--- src/rtl/nibble_packer.sv ---
// nibble_packer: packs a 4-bit nibble stream MSN-first into words and buffers
// completed words in a small show-ahead FIFO with a valid/ready output side.
module nibble_packer #(
  parameter int NIB_PER_WORD = 8,
  parameter int FIFO_DEPTH   = 4,
  parameter int ADDR_W       = 2
) (
  input  logic                      CLK,
  input  logic                      RESET_L,
  input  logic [3:0]                NIB_IN,
  input  logic                      NIB_VALID,
  input  logic                      ALIGN,
  output logic [4*NIB_PER_WORD-1:0] WORD_OUT,
  output logic                      WORD_VALID,
  input  logic                      WORD_READY,
  output logic [ADDR_W:0]           LEVEL,
  output logic                      OVERFLOW
);

  localparam int WORD_W = 4 * NIB_PER_WORD;
  localparam int CNT_W  = (NIB_PER_WORD > 1) ? $clog2(NIB_PER_WORD) : 1;
  localparam int LVL_W  = ADDR_W + 1;
  localparam logic [CNT_W-1:0] LAST_NIB   = CNT_W'(NIB_PER_WORD - 1);
  localparam logic [LVL_W-1:0] FULL_LEVEL = LVL_W'(FIFO_DEPTH);

  logic [CNT_W-1:0]  packCnt_q, packCnt_d;
  logic [WORD_W-1:0] shift_q, shift_d;
  logic [WORD_W-1:0] mem_q [FIFO_DEPTH];
  logic [ADDR_W-1:0] wrPtr_q, wrPtr_d;
  logic [ADDR_W-1:0] rdPtr_q, rdPtr_d;
  logic [LVL_W-1:0]  level_q, level_d;
  logic              ovf_q, ovf_d;

  logic              accept;
  logic              push;
  logic              pop;
  logic              full;
  logic              store;
  logic [WORD_W-1:0] assembled;

  always_comb begin
    accept    = NIB_VALID && !ALIGN;
    push      = accept && (packCnt_q == LAST_NIB);
    // The completing nibble is merged combinationally so the pushed word includes it.
    assembled = {shift_q[WORD_W-5:0], NIB_IN};
    pop       = (level_q != '0) && WORD_READY;
    full      = (level_q == FULL_LEVEL);
    store     = push && (!full || pop);

    packCnt_d = packCnt_q;
    shift_d   = shift_q;
    if (ALIGN) begin
      packCnt_d = '0;
      shift_d   = '0;
    end else if (accept) begin
      if (push) begin
        packCnt_d = '0;
        shift_d   = '0;
      end else begin
        packCnt_d = packCnt_q + CNT_W'(1);
        shift_d   = assembled;
      end
    end

    wrPtr_d = store ? wrPtr_q + ADDR_W'(1) : wrPtr_q;
    rdPtr_d = pop   ? rdPtr_q + ADDR_W'(1) : rdPtr_q;

    level_d = level_q;
    case ({store, pop})
      2'b10:   level_d = level_q + LVL_W'(1);
      2'b01:   level_d = level_q - LVL_W'(1);
      default: level_d = level_q;
    endcase

    ovf_d = ovf_q || (push && full && !pop);
  end

  always_ff @(posedge CLK or negedge RESET_L) begin
    if (!RESET_L) begin
      packCnt_q <= '0;
      shift_q   <= '0;
      wrPtr_q   <= '0;
      rdPtr_q   <= '0;
      level_q   <= '0;
      ovf_q     <= 1'b0;
      for (int i = 0; i < FIFO_DEPTH; i++) begin
        mem_q[i] <= '0;
      end
    end else begin
      packCnt_q <= packCnt_d;
      shift_q   <= shift_d;
      wrPtr_q   <= wrPtr_d;
      rdPtr_q   <= rdPtr_d;
      level_q   <= level_d;
      ovf_q     <= ovf_d;
      if (store) begin
        mem_q[wrPtr_q] <= assembled;
      end
    end
  end

  assign WORD_OUT   = mem_q[rdPtr_q];
  assign WORD_VALID = (level_q != '0);
  assign LEVEL      = level_q;
  assign OVERFLOW   = ovf_q;

endmodule

--- config.mk ---
export PLATFORM = sky130hd
export DESIGN_NAME = nibble_packer
export DESIGN_NICKNAME = d
export VERILOG_FILES = /design/src/rtl/nibble_packer.sv
export SDC_FILE = /design/constraint.sdc
export NUM_CORES = 1
export LEC_CHECK = 0
export ABC_AREA = 1
export CAP_MARGIN = 5
export CORE_UTILIZATION = 49
export CTS_BUF_LIST = sky130_fd_sc_hd__clkbuf_16
export CTS_CLUSTER_DIAMETER = 40
export DETAILED_ROUTE_END_ITERATION = 6
export PLACE_DENSITY = 0.67
export SYNTH_ARGS = -nofsm -noshare
export SYNTH_HDL_FRONTEND = slang
export SYNTH_SLANG_ARGS = --single-unit
--- constraint.sdc ---
create_clock -name CLK -period 5.7 [get_ports CLK]
set_input_delay 1.14 -clock CLK [delete_from_list [all_inputs] [get_ports CLK]]
set_output_delay 1.14 -clock CLK [all_outputs]
set_load 0.02 [all_outputs]
### After elaboration in Yosys (flattened, before gate mapping)

Index checks and enable logic that the tools add are counted.
Widths: inputs -> output; s select.

| storage, ports and cells | value |
|---|---|
| output and inout bits | 37 |
| word-level logic and storage cells | 52 |
| flip-flop bits (word level) | 167 |

| cells by class | value |
|---|---|
| reductions and logical operators | 15 |
| order comparisons | 3 |
| eq/ne operators | 4 |
| mux-type cells | 13 |
| $add $sub $neg | 5 |
| bitwise operators | 2 |

Operator list:

| kind | number |
|---|---|
| $bwmux 128 | 1 |
| $mux 32 | 3 |
| $mux 28 | 3 |
| $bmux 32 s2 | 1 |
| $demux 32 s2 | 1 |
| $mux 3 | 3 |
| $logic_and 1x1->1 | 7 |
| $add 3x1->3 const B | 2 |
| $eq 3x3->1 const B | 2 |
| $ge 3x3->1 const B | 2 |
| $not 2->3 | 2 |
| $pmux 3 s2 | 1 |
| $add 2x1->2 const B | 2 |
| $reduce_bool 2->1 | 2 |
| $logic_not 1->1 | 3 |
| $lt 3x1->1 const B | 1 |
| $reduce_bool 3->1 | 1 |
| $sub 3x1->3 const B | 1 |
| $eq 2x1->1 const B | 1 |
| $eq 2x2->1 const B | 1 |
| $logic_or 1x1->1 | 2 |

### Depth between registers and ports, before layout

Gate-level depths: netlist of the first run.

| depth | value |
|---|---|
| depth in word-level cells | 6 |
| mapped depth | 13 |
| mapped depth without buffers | 12 |

### Worst setup path after synthesis of the first run

No wires, ideal clock.

| path | value |
|---|---|
| kind | input to register |
| start point | in ALIGN |
| end point | reg level_q[2], in the netlist LEVEL[2] |
| data required time | 5.577 ns |
| cell stages on the path | 12 |
| arrival time | 2.612 ns |
| library setup time | 0.123 ns |
| path slack | 2.965 ns |
| cells stage by stage | inv_2 -> buf_4 -> nand2_4 -> nor2_8 -> buf_4 -> nand2_1 -> ha_1 -> inv_1 -> fa_1 -> nand2_1 -> nand3b_1 -> xor2_1 |

| between the ends | value |
|---|---|
| word-level cells in the longest chain between the ends | 6 |

RTL lines:

| what | RTL line | source |
|---|---|---|
| start: declaration | 12 | `input logic ALIGN,` |
| $logic_not 1->1 * | 42 | `accept = NIB_VALID && !ALIGN;` |
| $logic_and 1x1->1 * | 42 |  |
| $logic_and 1x1->1 * | 43 | `push = accept && (packCnt_q == LAST_NIB);` |
| $logic_and 1x1->1 * | 48 | `store = push && (!full \|\| pop);` |
| $eq 2x1->1 / $eq 2x2->1 (equally long branches) | 69 | `case ({store, pop})` |
| $pmux 3 s2 / $reduce_bool 2->1 (equally long branches) | - |  |
| end signal: assignment | 94 | `level_q <= level_d;` |
| end: declaration | 31 | `logic [LVL_W-1:0] level_q, level_d;` |

Every way passes the cells marked *; elsewhere a longest branch is shown, timed or not.
A chain may end at the register's enable or synchronous reset.

### Final worst setup path of the first run

| path | value |
|---|---|
| start point | reg rdPtr_q[1] |
| end point | out WORD_OUT[30] |

| between the ends | value |
|---|---|
| word-level cells in the longest chain between the ends | 4 |

RTL lines:

| what | RTL line | source |
|---|---|---|
| start: declaration | 30 | `logic [ADDR_W-1:0] rdPtr_q, rdPtr_d;` |
| start signal: assignment | 93 | `rdPtr_q <= rdPtr_d;` |
| $not 2->3 (not written as such) | 102 | `assign WORD_OUT = mem_q[rdPtr_q];` |
| $bmux 32 s2 | 102 |  |
| $mux 32 (not written as such) (2 in series) | 102 |  |
| end: declaration | 13 | `output logic [4*NIB_PER_WORD-1:0] WORD_OUT,` |

No other way between the ends. The select of a mux whose other input is x is not followed.

==> impl_metrics.toml, run 1 <==
[timing]
period_share_pct = 71.5
slew_viol_final = 0
fin_crit_ps = 4070
finClkSkew_ps = 6.61
fin_ws_ps = 1630
setup_tns_ps = 0
rsz0062_at_grt = "no"
setup_violations = 0
tightest_slew_ps = 1100
slew_headroom_pct = 26.8
max_freq_mhz = 245
hold_viol = 0

[global_route]
overflow = 0
grt_util_met3_pct = 3.78
grt_pass1_vias = 6213
met1_usage_pct = 37.8
grt-busiest-layer = "met2"
grt_max_degree = 97
grtUsageTotal_pct = 25.9
grt_pass1_wl_um = 33200
antenna_found_initial = 0
use_met2_pct = 40.4

[logic_synthesis]
synthFlopType = "dfrtp_1"
synthDominantCellAreaShare_pct = 53.3
syn_avg_cell_area_um2 = 8.45
synth_cell_types = 26
yosysSeqAreaShare_pct = 53.3
ys_top_cells_by_count = "nand2_1 (275), dfrtp_1 (167), nand4_1 (128)"
yosys_warnings = 0
synth_nets = 946
synthTopCellsByArea = "dfrtp_1 (53%), nand2_1 (13%), nand4_1 (10%), o21ai_0 (5.3%), nor2_1 (3.2%)"
syn-cell-area_um2 = 7850
synthCells = 929
yosys.area.top_type = "dfrtp_1"
synth_edf_count = 0
asyncSetResetFlopFracSynth_pct = 100
synthMostInstantiatedCell = "nand2_1"
ys_seq_elements = 167

[worst_setup_path]
crit_chain = "buf_4 -> inv_1 -> buf_4 -> o21ai_0 -> o22ai_1 -> clkdlybuf4s50_1"
cp_common_cell = "buf_4"
end_kind = "output pin"
slowest_delay_ps = 660
worstPathArrival_ps = 2930
cp_slowest_cell = "clkdlybuf4s50_1"
criticalPathCategory = "reg2out"
critPathMaxFanout = 34
start_kind = "register"
required_ps = 4560

[routing]
drtPass1Iterations = 5
postRouteAntennaNets = 0
vias = 6614
via_per_inst = 5.78
routed_wl_um = 20000
route.detailed.wl_per_inst_um = 17.5
drt_iter0_drc = 579
drc = 0

[floorplanning]
core-area_um2 = 15400
fp.dieH_um = 129
die_w_um = 129
die_area_um2 = 16500
rows = 45
ios = 46
initial_core_util_pct = 50.9

[placed_design]
place_congestion = 0.752
dp_slack_ps = 1660
post-dp-hpwl_um = 11100
port_buffers = 45

[cts]
cts_resized = 0
clk-insertion-delay-late_ps = 430
cts_tree = "built"
hold_buffers = 0
cts-root-buf = "clkbuf_16"
cts_inserted_buffers = 17
cts_setup_buffers = 0
clockBufferDepth = 2
htree_levels = 4
cts.sinks = 167
clk_pin_slew_worst_paths_ps = 60

[cells_and_area]
multi_input_area_um2 = 3190
finish.net_count = 939
nFillCells = 1439
seqCellArea_um2 = 4180
n_antenna_cell = 0
syn2layout_area_growth_pct = 13.4
drive_above_1_share_pct = 5.46

[min_path]
min_path_type = "reg2reg"

[job]
maxCapViolations = 0

[power_and_ir_drop]
vdd_ir_drop_max_mv = 0.211
p_leak_nw = 4.45
powerDensity_nw_per_um2 = 426

[run_status]
status = "complete, no violations"
metrics by stage:
stage	instance area, um^2	cells	util, %	hold slack, ps	total power, mW
global placement	8280	1114	53.7	447	2.59
finish	8900	1145	57.7	464	3.79
floorplan	7850	929	-	437	2.07
detailed placement	8280	1114	53.7	453	2.59
global route	8900	1145	57.7	480	3.98
CTS	8900	1145	57.7	468	3.81
report_power, final:
| group | leakage (nW) | switching, mW | total (mW) | internal, mW |
|---|---|---|---|---|
| sequential | 2.32 | 0.0235 | 1.24 | 1.22 |
| combinational | 1.82 | 0.834 | 1.33 | 0.499 |
| clock | 0.313 | 0.454 | 1.22 | 0.764 |
| total | 4.45 | 1.31 | 3.79 | 2.48 |
area by class of cell:
| class | instances | share of cell area, % |
|---|---|---|
| Tap cell | 211 | 2.97 |
| Clock inverter | 14 | 2.14 |
| Sequential cell | 167 | 47.0 |
| Clock buffer | 17 | 4.78 |
| Timing Repair Buffer | 58 | 6.17 |
| Multi-Input combinational cell | 651 | 35.8 |
| Inverter | 27 | 1.14 |
flip-flops by register name, summed over array words and instances, names as in the netlist:
| signal | cells |
|---|---|
| LEVEL | 3 |
| wrPtr_q | 2 |
| packCnt_q | 3 |
| mem_q | 128 |
| OVERFLOW | 1 |
| shift_q | 28 |
| rdPtr_q | 2 |
layout by cell type (no fill, tap or decap), drive strengths merged:
cell,count
fa,1
inv,28
a21oi,1
o21bai,1
clkinv,8
ha,7
o22ai,32
nand2,277
nand3b,1
nand3,37
o31ai,12
xnor2,1
clkbuf,17
dfrtp,167
o21ai,83
buf,14
xor2,2
clkdlybuf4s50,44
nand4,128
bufinv,5
nor2,68
critical path: cells and delay by family (launching register included):
kind / cells / cell delay [ps]
buffers and inverters: 4 / 1740
AO/OA/AOI/OAI: 2 / 410
flip-flops: 1 / 360
kinds of logic (layout without fill, tap and decap cells):
| family | count (synthesis) | in the layout | synth area share (%) |
|---|---|---|---|
| flops | 167 | 167 | 53.3 |
| fa+ha+maj | 8 | 8 | 1.37 |
| buf+inv | 111 | 116 | 6.20 |
| compound gates | 129 | 129 | 9.15 |
| simple gates | 511 | 511 | 29.7 |
| xor+xnor | 3 | 3 | 0.335 |
per-layer routing:
metal,up-vias,wire (um)
li1,3175,-
met5,-,0
met2,186,9270
met3,22,890
met1,3231,9610
met4,0,240
worst paths after layout:
check,from,end,slack (ps),cells after the start
min in group asynchronous,RESET_L,LEVEL[1]$_DFFE_PN0P_,750,1
worst min register to register,mem_q[81]$_DFFE_PN0P_,mem_q[81]$_DFFE_PN0P_,460,2
worst min-delay path,mem_q[81]$_DFFE_PN0P_,mem_q[81]$_DFFE_PN0P_,460,2
worst max-delay path,rdPtr_q[1]$_DFFE_PN0P_,WORD_OUT[30],1630,6
worst max register to register,packCnt_q[0]$_DFFE_PN0P_,mem_q[94]$_DFFE_PN0P_,2490,8
max in group asynchronous,RESET_L,mem_q[79]$_DFFE_PN0P_,3890,2
Note: power is estimated with default switching activity, not from simulation.
==> inputs of run 2 (changes only) <==
PLACE_DENSITY = 0.69   (was 0.67)
clock period = 3.6 ns   (was 5.7 ns; I/O delays follow)
==> run 2 against run 1 <==
  * Combinational power rose by 61%
  * First-iteration DRC count rose by 28%
  * Sequential cell count did not move
  * Critical path depth fell by 1
  * Hold slack got worse by 110 ps
  * Sequential share of layout area fell by 0.66 points
  * Critical endpoint is now WORD_OUT[17]
==> impl_metrics.toml, run 2 (synthesized netlist as in run 1, its figures left out) <==
[cts]
hold_buffers = 0
htree_levels = 4
cts_inserted_buffers = 17
cts_tree = "built"
cts_setup_buffers = 0
clk_pin_slew_worst_paths_ps = 60
cts-root-buf = "clkbuf_16"
cts_resized = 0
cts.sinks = 167
clockBufferDepth = 2
clk-insertion-delay-late_ps = 440

[timing]
fin_ws_ps = 398
slew_viol_final = 0
hold_viol = 0
tightest_slew_ps = 910
rsz0062_at_grt = "no"
max_freq_mhz = 312
finClkSkew_ps = 6.35
setup_violations = 0
fin_crit_ps = 3200
setup_tns_ps = 0
period_share_pct = 88.9
holdWs_ps = 350
slew_headroom_pct = 39.4

[cells_and_area]
multi_input_area_um2 = 3190
n_antenna_cell = 0
top_register = "mem_q"
largest_reg_flops = 128
layout_common_cells = "nand2_1 (275), dfrtp_1 (166), nand4_1 (128)"
syn2layout_area_growth_pct = 15.0
nFillCells = 1415
drive_above_1_share_pct = 6.95
final_common_cell = "nand2_1"
seqCellArea_um2 = 4180
reg_top3 = "mem_q: 128 flops, shift_q: 28 flops"
finish.net_count = 953

[floorplanning]
rows = 45
fp.dieH_um = 129
initial_core_util_pct = 50.9
core-area_um2 = 15400
die_area_um2 = 16500
die_w_um = 129
ios = 46

[global_route]
antenna_found_initial = 0
grt_max_degree = 136
grtUsageTotal_pct = 26.8
overflow = 0
grt_pass1_vias = 6401
grt_pass1_wl_um = 34100

[job]
maxCapViolations = 0

[routing]
postRouteAntennaNets = 0
drt_iter0_drc = 740
drc = 0
highest_layer = "met4"
via_per_inst = 5.81
met1_length_um = 9450
vias = 6740
routed_wl_um = 20600
drtPass1Iterations = 5
wl_met2_um = 9620
detailroute.wirelength.met3_um = 1250
route.detailed.wl_per_inst_um = 17.8

[placed_design]
place_congestion = 0.779
post-dp-hpwl_um = 12100
port_buffers = 45
dp_slack_ps = 729

[worst_setup_path]
start_kind = "register"
required_ps = 2880
end_kind = "output pin"
critPathMaxFanout = 17
worstPathArrival_ps = 2480
criticalPathCategory = "reg2out"

[power_and_ir_drop]
power_frac_comb_pct = 35.7
pwr-share-seq_pct = 33.5
p_int_mw = 3.84
finalPower_mw = 6.01
p_sw_mw = 2.16
p_clk_share_pct = 30.8
swShare_pct = 36.0
p_leak_nw = 4.50
powerDensity_nw_per_um2 = 666
vdd_ir_drop_max_mv = 0.373

[run_status]
status = "complete, no violations"

[min_path]
min_path_type = "in2async"
[run 2: critical path: stages, from the launching register on]
cell,delay (ps)
dfrtp_1,600
inv_1,160
buf_4,260
o21ai_0,150
o22ai_1,220
clkdlybuf4s50_1,660
[run 2: worst paths after layout]
path	start	to	slack, ps	cells after the start
min in group CLK	mem_q[56]$_DFFE_PN0P_	mem_q[56]$_DFFE_PN0P_	470	2
max in group asynchronous	RESET_L	mem_q[47]$_DFFE_PN0P_	2500	2
worst max register to register	packCnt_q[0]$_DFFE_PN0P_	mem_q[118]$_DFFE_PN0P_	860	9
worst max-delay path	rdPtr_q[1]$_DFFE_PN0P_	WORD_OUT[17]	400	5
worst min register to register	mem_q[56]$_DFFE_PN0P_	mem_q[56]$_DFFE_PN0P_	470	2
worst min-delay path	RESET_L	LEVEL[1]$_DFFE_PN0P_	350	1
[run 2: stage by stage]
| step | cell area [um^2] | std cells | util, % |
|---|---|---|---|
| 3_3_place_gp | 8440 | 1128 | 54.7 |
| 5_1_grt | 9020 | 1160 | 58.5 |
| 2_1_floorplan | 7850 | 929 | - |
| 4_1_cts | 9020 | 1160 | 58.5 |
| 6_report | 9020 | 1160 | 58.5 |
| 3_5_place_dp | 8440 | 1128 | 54.7 |
[run 2: area by class of cell]
type	count	share of cell area (%)
multi-input cells	651	35.3
clock buffers	17	4.71
repair buffers	72	7.81
clock inverters	15	1.79
flip-flops and latches	167	46.3
well taps	211	2.93
inverters	27	1.12
[run 2: layer usage]
layer  up-vias  global-route usage [%]
li1       3208                       -
met1      3298                    38.2
met2       202                    41.4
met3        32                    5.86
met4         0                    7.47
met5         -                       0
[run 2: power by group through the flow]
stage	Combinational, mW	Sequential (mW)	Clock [mW]
after global routing	2.33	2.02	1.95
after detailed placement	2.14	2.05	0
after global placement	2.14	2.04	0
after CTS	2.15	2.01	1.87
after floorplan	1.26	2.02	0
final	2.14	2.01	1.85
==> inputs of run 3 (changes only) <==
PLACE_DENSITY = not set   (was 0.69)
PLACE_DENSITY_LB_ADDON = 0.08   (was not set)
==> run 3 against run 2 <==
  * Count of clock-buffer cells in the layout unchanged
  * Combinational power grew 2%
  * Largest power group unchanged
  * Sequential power about the same
  * Worst setup slack got worse by 14 ps
==> impl_metrics.toml, run 3 (synthesized netlist as in run 1, its figures left out) <==
[floorplanning]
core-area_um2 = 15400
initial_core_util_pct = 50.9
ios = 46
die_w_um = 129
die_area_um2 = 16500
rows = 45
fp.dieH_um = 129

[cts]
cts_resized = 0
cts_setup_buffers = 0
clockBufferDepth = 2
cts-root-buf = "clkbuf_16"
clk-insertion-delay-late_ps = 430
cts_inserted_buffers = 17
htree_levels = 4
cts_tree = "built"
clk_pin_slew_worst_paths_ps = 60
hold_buffers = 0
cts.sinks = 167

[worst_setup_path]
crit_chain = "buf_4 -> o21ai_0 -> o22ai_1 -> clkdlybuf4s50_1"
critPathMaxFanout = 18
slowest_delay_ps = 680
start_kind = "register"
cp_slowest_cell = "dfrtp_1"
r2r_slack_ps = 860
cp-startpoint = "rdPtr_q[1]$_DFFE_PN0P_"
worstPathArrival_ps = 2500
rr_worst_depth = 9
criticalPathCategory = "reg2out"
end_kind = "output pin"
required_ps = 2880
r2r_start = "packCnt_q[0]$_DFFE_PN0P_"
r2r-end = "mem_q[117]$_DFFE_PN0P_"

[cells_and_area]
top_register = "mem_q"
multi_input_area_um2 = 3190
syn2layout_area_growth_pct = 13.8
nFillCells = 1409
largest_reg_flops = 128
reg_top3 = "mem_q: 128 flops, shift_q: 28 flops"
seqCellArea_um2 = 4180
layout_common_cells = "nand2_1 (275), dfrtp_1 (166), nand4_1 (128)"
n_antenna_cell = 0
finish.net_count = 954
final_common_cell = "nand2_1"
fin_area_um2 = 8930
drive_above_1_share_pct = 6.74

[run_status]
status = "complete, no violations"

[placed_design]
dp_slack_ps = 745
dpl_cell_area_um2 = 8430
port_buffers = 45
place_congestion = 0.802
post-dp-hpwl_um = 12600

[global_route]
antenna_found_initial = 0
grt_pass1_vias = 6699
grt_max_degree = 136
overflow = 0
grt_pass1_wl_um = 35300
grtUsageTotal_pct = 28.0

[routing]
via_per_inst = 6.01
drtPass1Iterations = 5
routed_wl_um = 21800
vias = 6983
postRouteAntennaNets = 0
route.detailed.wl_per_inst_um = 18.8
drc = 0
drt_iter0_drc = 794

[job]
maxCapViolations = 0

[timing]
fin_crit_ps = 3220
finClkSkew_ps = 6.42
tightest_slew_ps = 968
slew_viol_final = 0
setup_tns_ps = 0
rsz0062_at_grt = "no"
fin_ws_ps = 384
holdWs_ps = 296
period_share_pct = 89.3
hold_viol = 0
max_freq_mhz = 311
slew_headroom_pct = 35.5
setup_violations = 0

[min_path]
min_path_type = "in2async"

[power_and_ir_drop]
vdd_ir_drop_max_mv = 0.361
finalPower_mw = 5.76
p_leak_nw = 4.47
powerDensity_nw_per_um2 = 645
## run 3: cell count changes in the layout (fill, tap and decap cells not counted)
cell,before,now
clkinv_2,3,5
inv_1,23,26
bufinv_16,3,0
clkinvlp_4,2,3
buf_12,4,3
clkinv_4,3,0
buf_4,23,25
## run 3: per-stage QoR
stage	utilization, %	cells
floorplan	-	929
global placement	54.7	1129
finish	57.9	1161
global route	57.9	1161
detailed placement	54.7	1129
CTS	57.9	1161
## run 3: power by group
group / total, mW / internal, mW / switching, mW
clock network: 1.58 / 0.854 / 0.726
registers: 2.00 / 1.93 / 0.0728
logic: 2.18 / 0.839 / 1.35
## run 3: cell type report
| type | instances | area share, % |
|---|---|---|
| inverter | 27 | 1.13 |
| clock buffer | 17 | 4.76 |
| tap | 211 | 2.96 |
| clock inverter | 15 | 0.827 |
| multi-input combinational | 651 | 35.7 |
| sequential | 167 | 46.8 |
| timing repair buffer | 73 | 7.83 |
## run 3: worst max path at each step
| stage | end | slack [ps] |
|---|---|---|
| global placement | mem_q[124]$_DFFE_PN0P_ | 800 |
| CTS | WORD_OUT[30] | 410 |
| detailed placement | mem_q[117]$_DFFE_PN0P_ | 740 |
| finish | WORD_OUT[2] | 380 |
| floorplan | LEVEL[2]$_DFFE_PN0P_ | 1290 |
| global route | WORD_OUT[30] | 300 |
## run 3: per-layer routing
metal	track usage (%)	up-vias	routed length, um
met5	0	-	0
met4	10.3	0	400
met3	4.78	33	1420
met2	44.8	258	10400
met1	38.5	3483	9560
li1	-	3209	-
## run 3: critical path, delay by kind of cell (launching register included)
kind / cells / cell delay (ps)
buffers and inverters: 2 / 990
DFF: 1 / 680
AOI/OAI and AO/OA: 2 / 380
==> patch 1, RTL diff (config.mk and constraints of run 3) <==
Change the parameter `ADDR_W` from 2 to 1.
--- a/src/rtl/nibble_packer.sv
+++ b/src/rtl/nibble_packer.sv
@@ -4,5 +4,5 @@
   parameter int NIB_PER_WORD = 8,
   parameter int FIFO_DEPTH   = 4,
-  parameter int ADDR_W       = 2
+  parameter int ADDR_W       = 1
 ) (
   input  logic                      CLK,
Ports: changed (resized LEVEL); port bits go from 46 to 45. No check against the original RTL was run, so the function may have changed too.
==> patch 1 against run 3 <==
  * Area after synthesis decreased by 45%
  * Sequential cell count decreased by 67
  * Global-route usage decreased by 4.3 points
  * Worst setup slack improved by 270 ps
  * Largest cell class unchanged
  * Design area decreased by 43%
  * Total power decreased by 63%
  * Wire length decreased by 56%
  * Clock skew increased by 1.9 ps
  * Largest power group is now sequential cells
==> patch 1: results (changes against run 3) <==
status completed; vias 3,393 (-51%); top post-synthesis cells by area dfrtp_1 (58%), nand2_1 (21%), nand3_1 (8.3%), inv_1 (3.0%), o22ai_1 (2.9%); Post-synth top cells nand2_1 (241), dfrtp_1 (100), nand3_1 (72); cells on worst reg2reg path 10 (+1); vias in the first global route 3,319 (-50%); VDD IR-drop max 0.302 mV (-16%); routed len/inst 14.5 um (-23%); Port Buf Inserts 44 (-2.2%); Final Non-Filler Cells 663 (-43%); worst r2r dst LEVEL[1]; aggregate global-route resource usage 0.237 (-0.0431); CP arrival 2230 ps (-270 ps); Slowest-stage cell, CP clkdlybuf4s50_1; number of flip-flops in the largest register 64 (-50%); clock latency on the worst-skew pair 340 ps (-90 ps); Final Skew 8.28 ps (+1.85 ps); relative slew slack 0.438 (+0.0828); Placed Instance Area 4830 sq um (-43%); Final Net Count 566 (-41%); Synth Instances 520 (-44%); share of layout cells above drive strength 1 0.0520 (-0.0154); slack of the worst reg-to-reg path 1430 ps (+570 ps); syn nets 532 (-44%); final hold slack 468 ps (+173 ps); Placed Cells 648 (-43%); Post-DP HPWL 5950 um (-53%); crit-path max cell delay 530 ps (-150 ps); initial drt markers 227 (-71%); Place WS 921 ps (+177 ps); Synth cell types 17 (-35%); largest registers mem_q: 64 flops, shift_q: 28 flops, packCnt_q: 3 flops; pin count of the biggest net entering global routing 64 (-53%); RePlAce Congestion 0.768 (-4.2%); Initial DRT Pass Iterations 4 (-1); Layout fillers 749 (-47%); leakage 2.70 nW (-40%); post-synthesis sequential area ratio 0.580 (+0.0470); Num CTS Buffers 9 (-8)
patch 1: cell types whose count changed after synthesis, sizes merged, moves of 24 or more:
cell,change
nand4,-128
o21ai,-74
dfrtp,-67
nor2,-64
nand2,-36
nand3,+35
clkbuf,-29
buf,-24
patch 1: logic make-up after synthesis:
group,share of synthesized area
compound gates,0.0411
flops,0.580
simple gates,0.298
xor+xnor,0.00609
buf+inv,0.0664
fa+ha+maj,0.00869
patch 1: layout make-up:
class / instances / share of cell area
clock buffer: 9 / 0.0440
clock inverter: 6 / 0.0125
inverter: 36 / 0.0264
multi-input combinational: 353 / 0.300
sequential: 100 / 0.489
tap: 105 / 0.0257
timing repair buffer: 54 / 0.103
patch 1: where the power goes:
group / switching (mW) / leakage [nW] / total, mW / internal [mW]
registers: 0.00565 / 1.39 / 1.14 / 1.13
clock network: 0.405 / 0.138 / 0.940 / 0.535
logic: 0.0421 / 1.18 / 0.0582 / 0.0160
patch 1: how the worst max path moves through the flow:
| stage | depth (start not counted) | to | slack (ps) |
|---|---|---|---|
| finish | 5 | WORD_OUT[22] | 650 |
| global route | 5 | WORD_OUT[30] | 560 |
| CTS | 5 | WORD_OUT[22] | 660 |
| detailed placement | 9 | LEVEL[1] | 920 |
| global placement | 9 | LEVEL[1] | 990 |
| floorplan | 9 | LEVEL[1] | 1750 |
patch 1: metal layers:
layer  share of wire  track usage
met1            0.47        0.313
met2            0.48        0.408
met3           0.041       0.0245
met4          0.0096       0.0858
met5               0            0
patch 1: worst max-delay path, delay by kind of cell (launching register included):
family | cells | cell delay (ps)
buf+inv | 3 | 1400
simple gates | 2 | 140
flops | 1 | 340
patch 1: metrics by stage:
step	util	power [mW]
after CTS	0.611	2.15
after global placement	0.576	1.22
after detailed placement	0.576	1.22
after floorplan	-	1.18
final	0.611	2.13
after global routing	0.611	2.20
==> patch 2, RTL diff (settings of run 3) <==
Made on the original files. Register the output `LEVEL` once more, without a reset; this adds one clock of latency there. The other outputs are not delayed to match.
--- a/src/rtl/nibble_packer.sv
+++ b/src/rtl/nibble_packer.sv
@@ -102,5 +102,7 @@
   assign WORD_OUT   = mem_q[rdPtr_q];
   assign WORD_VALID = (level_q != '0);
-  assign LEVEL      = level_q;
+  always_ff @(posedge CLK) begin
+    LEVEL <= level_q;
+  end
   assign OVERFLOW   = ovf_q;
 
Check against the original RTL: not equivalent (Yosys sat finds a counterexample within 10 cycles, from zero or initial values and one cycle with RESET_L low).
==> patch 2 against run 3 <==
  * Worst setup slack worse by 130 ps
  * Area after synthesis increased by 0.86%
  * Total power about the same
  * Wire length down 1.4%
  * Sequential cell count grew 3
  * Design area rose by 0.60%
  * Clock skew rose by 4.1 ps
  * Utilization decreased by 1.1 points
  * Die area up 0.85%
  * Sequential power is 4% higher
  * Highest routed layer unchanged
==> patch 2: results (changes against run 3) <==
status completed; post-cts resize count 0 (unchanged); leakage 4.51 nW (+0.90%); clock latency on the worst-skew pair 430 ps (about the same); Final Net Count 958 (+0.42%); Placed Instance Area 8500 sq um (+0.79%); syn nets 949 (+0.32%); antenna diode count 0 (unchanged); Slowest-stage cell, CP dfrtp_1; pin count of the biggest net entering global routing 73 (-46%); Net Sw Frac 0.368 (-0.00426); worst-path maximum fanout 23 (+5); highest metal used met4; RePlAce Congestion 0.810 (+1.1%); crit-path max cell delay 690 ps; metal3 WL 1080 um (-24%); Final Skew 10.6 ps (+4.15 ps); Num CTS Buffers 17 (unchanged); vias 6,839 (-2.1%); post-synthesis sequential area ratio 0.536 (+0.00304); asr flop ratio synth 0.982 (-0.0176); setup bufs post-CTS 0 (unchanged); initial drt markers 542 (-32%); VDD IR-drop max 0.371 mV (+2.9%); Post-synth top cells nand2_1 (275), dfrtp_1 (167), nand4_1 (128); M1 wire length 9630 um (+0.74%); vias in the first global route 6,723 (+0.36%); Port Buf Inserts 45 (unchanged); initial antenna violation count 0 (unchanged); CP arrival 2620 ps (+120 ps); largest registers mem_q: 128 flops, shift_q: 28 flops; top post-synthesis cells by area dfrtp_1 (53%), nand2_1 (13%), nand4_1 (10%), o21ai_0 (5.2%), nor2_1 (3.2%); Slew @ Worst Pin 881 ps (-86.8 ps); DRT Wirelength 21,500 um (-1.4%); Synth cell types 28 (+7.7%); Layout fillers 1,496 (+6.2%); Place WS 719 ps (-25.5 ps); first-pass GRT wire length 36,200 um (+2.5%); share of layout cells above drive strength 1 0.0650 (-0.00238); aggregate global-route resource usage 0.282 (+0.00204); Post-DP HPWL 12,900 um (+2.5%)
[patch 2: cell count changes in the layout (fill, tap and decap cells not counted), sizes merged]
cell	run 3	this run
inv	29	33
clkinvlp	3	0
dfxtp	0	3
buf	29	30
clkinv	10	9
[patch 2: critical path, delay by kind of cell (launching register included)]
| family | cells | cell delay [ps] |
|---|---|---|
| buffers and inverters | 3 | 1150 |
| flip-flops | 1 | 690 |
| AO/OA/AOI/OAI | 2 | 350 |
[patch 2: metrics by stage]
step / cells / utilization
global placement: 1138 / 0.537
CTS: 1170 / 0.568
finish: 1170 / 0.568
detailed placement: 1138 / 0.537
floorplan: 932 / -
global route: 1170 / 0.568
[patch 2: metal layers]
| metal | vias up | global-route usage |
|---|---|---|
| met5 | - | 0 |
| met4 | 0 | 0.0990 |
| met3 | 26 | 0.0446 |
| met2 | 241 | 0.464 |
| met1 | 3362 | 0.383 |
| li1 | 3210 | - |
[patch 2: kinds of logic (layout without fill, tap and decap cells)]
logic type / after synthesis / in the layout / share of synthesized area
simple gates: 511 / 511 / 0.295
xor+xnor: 3 / 3 / 0.00332
flops: 170 / 170 / 0.536
compound gates: 129 / 129 / 0.0907
fa+ha+maj: 8 / 8 / 0.0136
buf+inv: 111 / 133 / 0.0618
[patch 2: area by class of cell]
| type | instances | area [sq um] | share of cell area |
|---|---|---|---|
| flip-flops and latches | 170 | 4240 | 0.472 |
| multi-input cells | 651 | 3190 | 0.355 |
| repair buffers | 74 | 694 | 0.0773 |
| clock buffers | 17 | 425 | 0.0473 |
| well taps | 216 | 270 | 0.0301 |
| inverters | 27 | 101 | 0.0113 |
| clock inverters | 15 | 61.3 | 0.00682 |
[patch 2: final timing paths]
kind	end	slack (ps)	cells past startpoint
max	WORD_OUT[30]	260	5
min	mem_q[9]	310	1
max reg2reg	level_q[1]	850	9
min reg2reg	LEVEL[2]	370	0
max in group asynchronous	mem_q[41]	2480	2
min in group CLK	LEVEL[2]	370	0
[patch 2: power by group through the flow]
stage	clock network, mW	logic, mW	registers [mW]
final	1.56	2.12	2.09
after global routing	1.67	2.31	2.10
after CTS	1.59	2.13	2.09
after detailed placement	0	2.11	2.12
after global placement	0	2.09	2.12
after floorplan	0	1.26	2.07
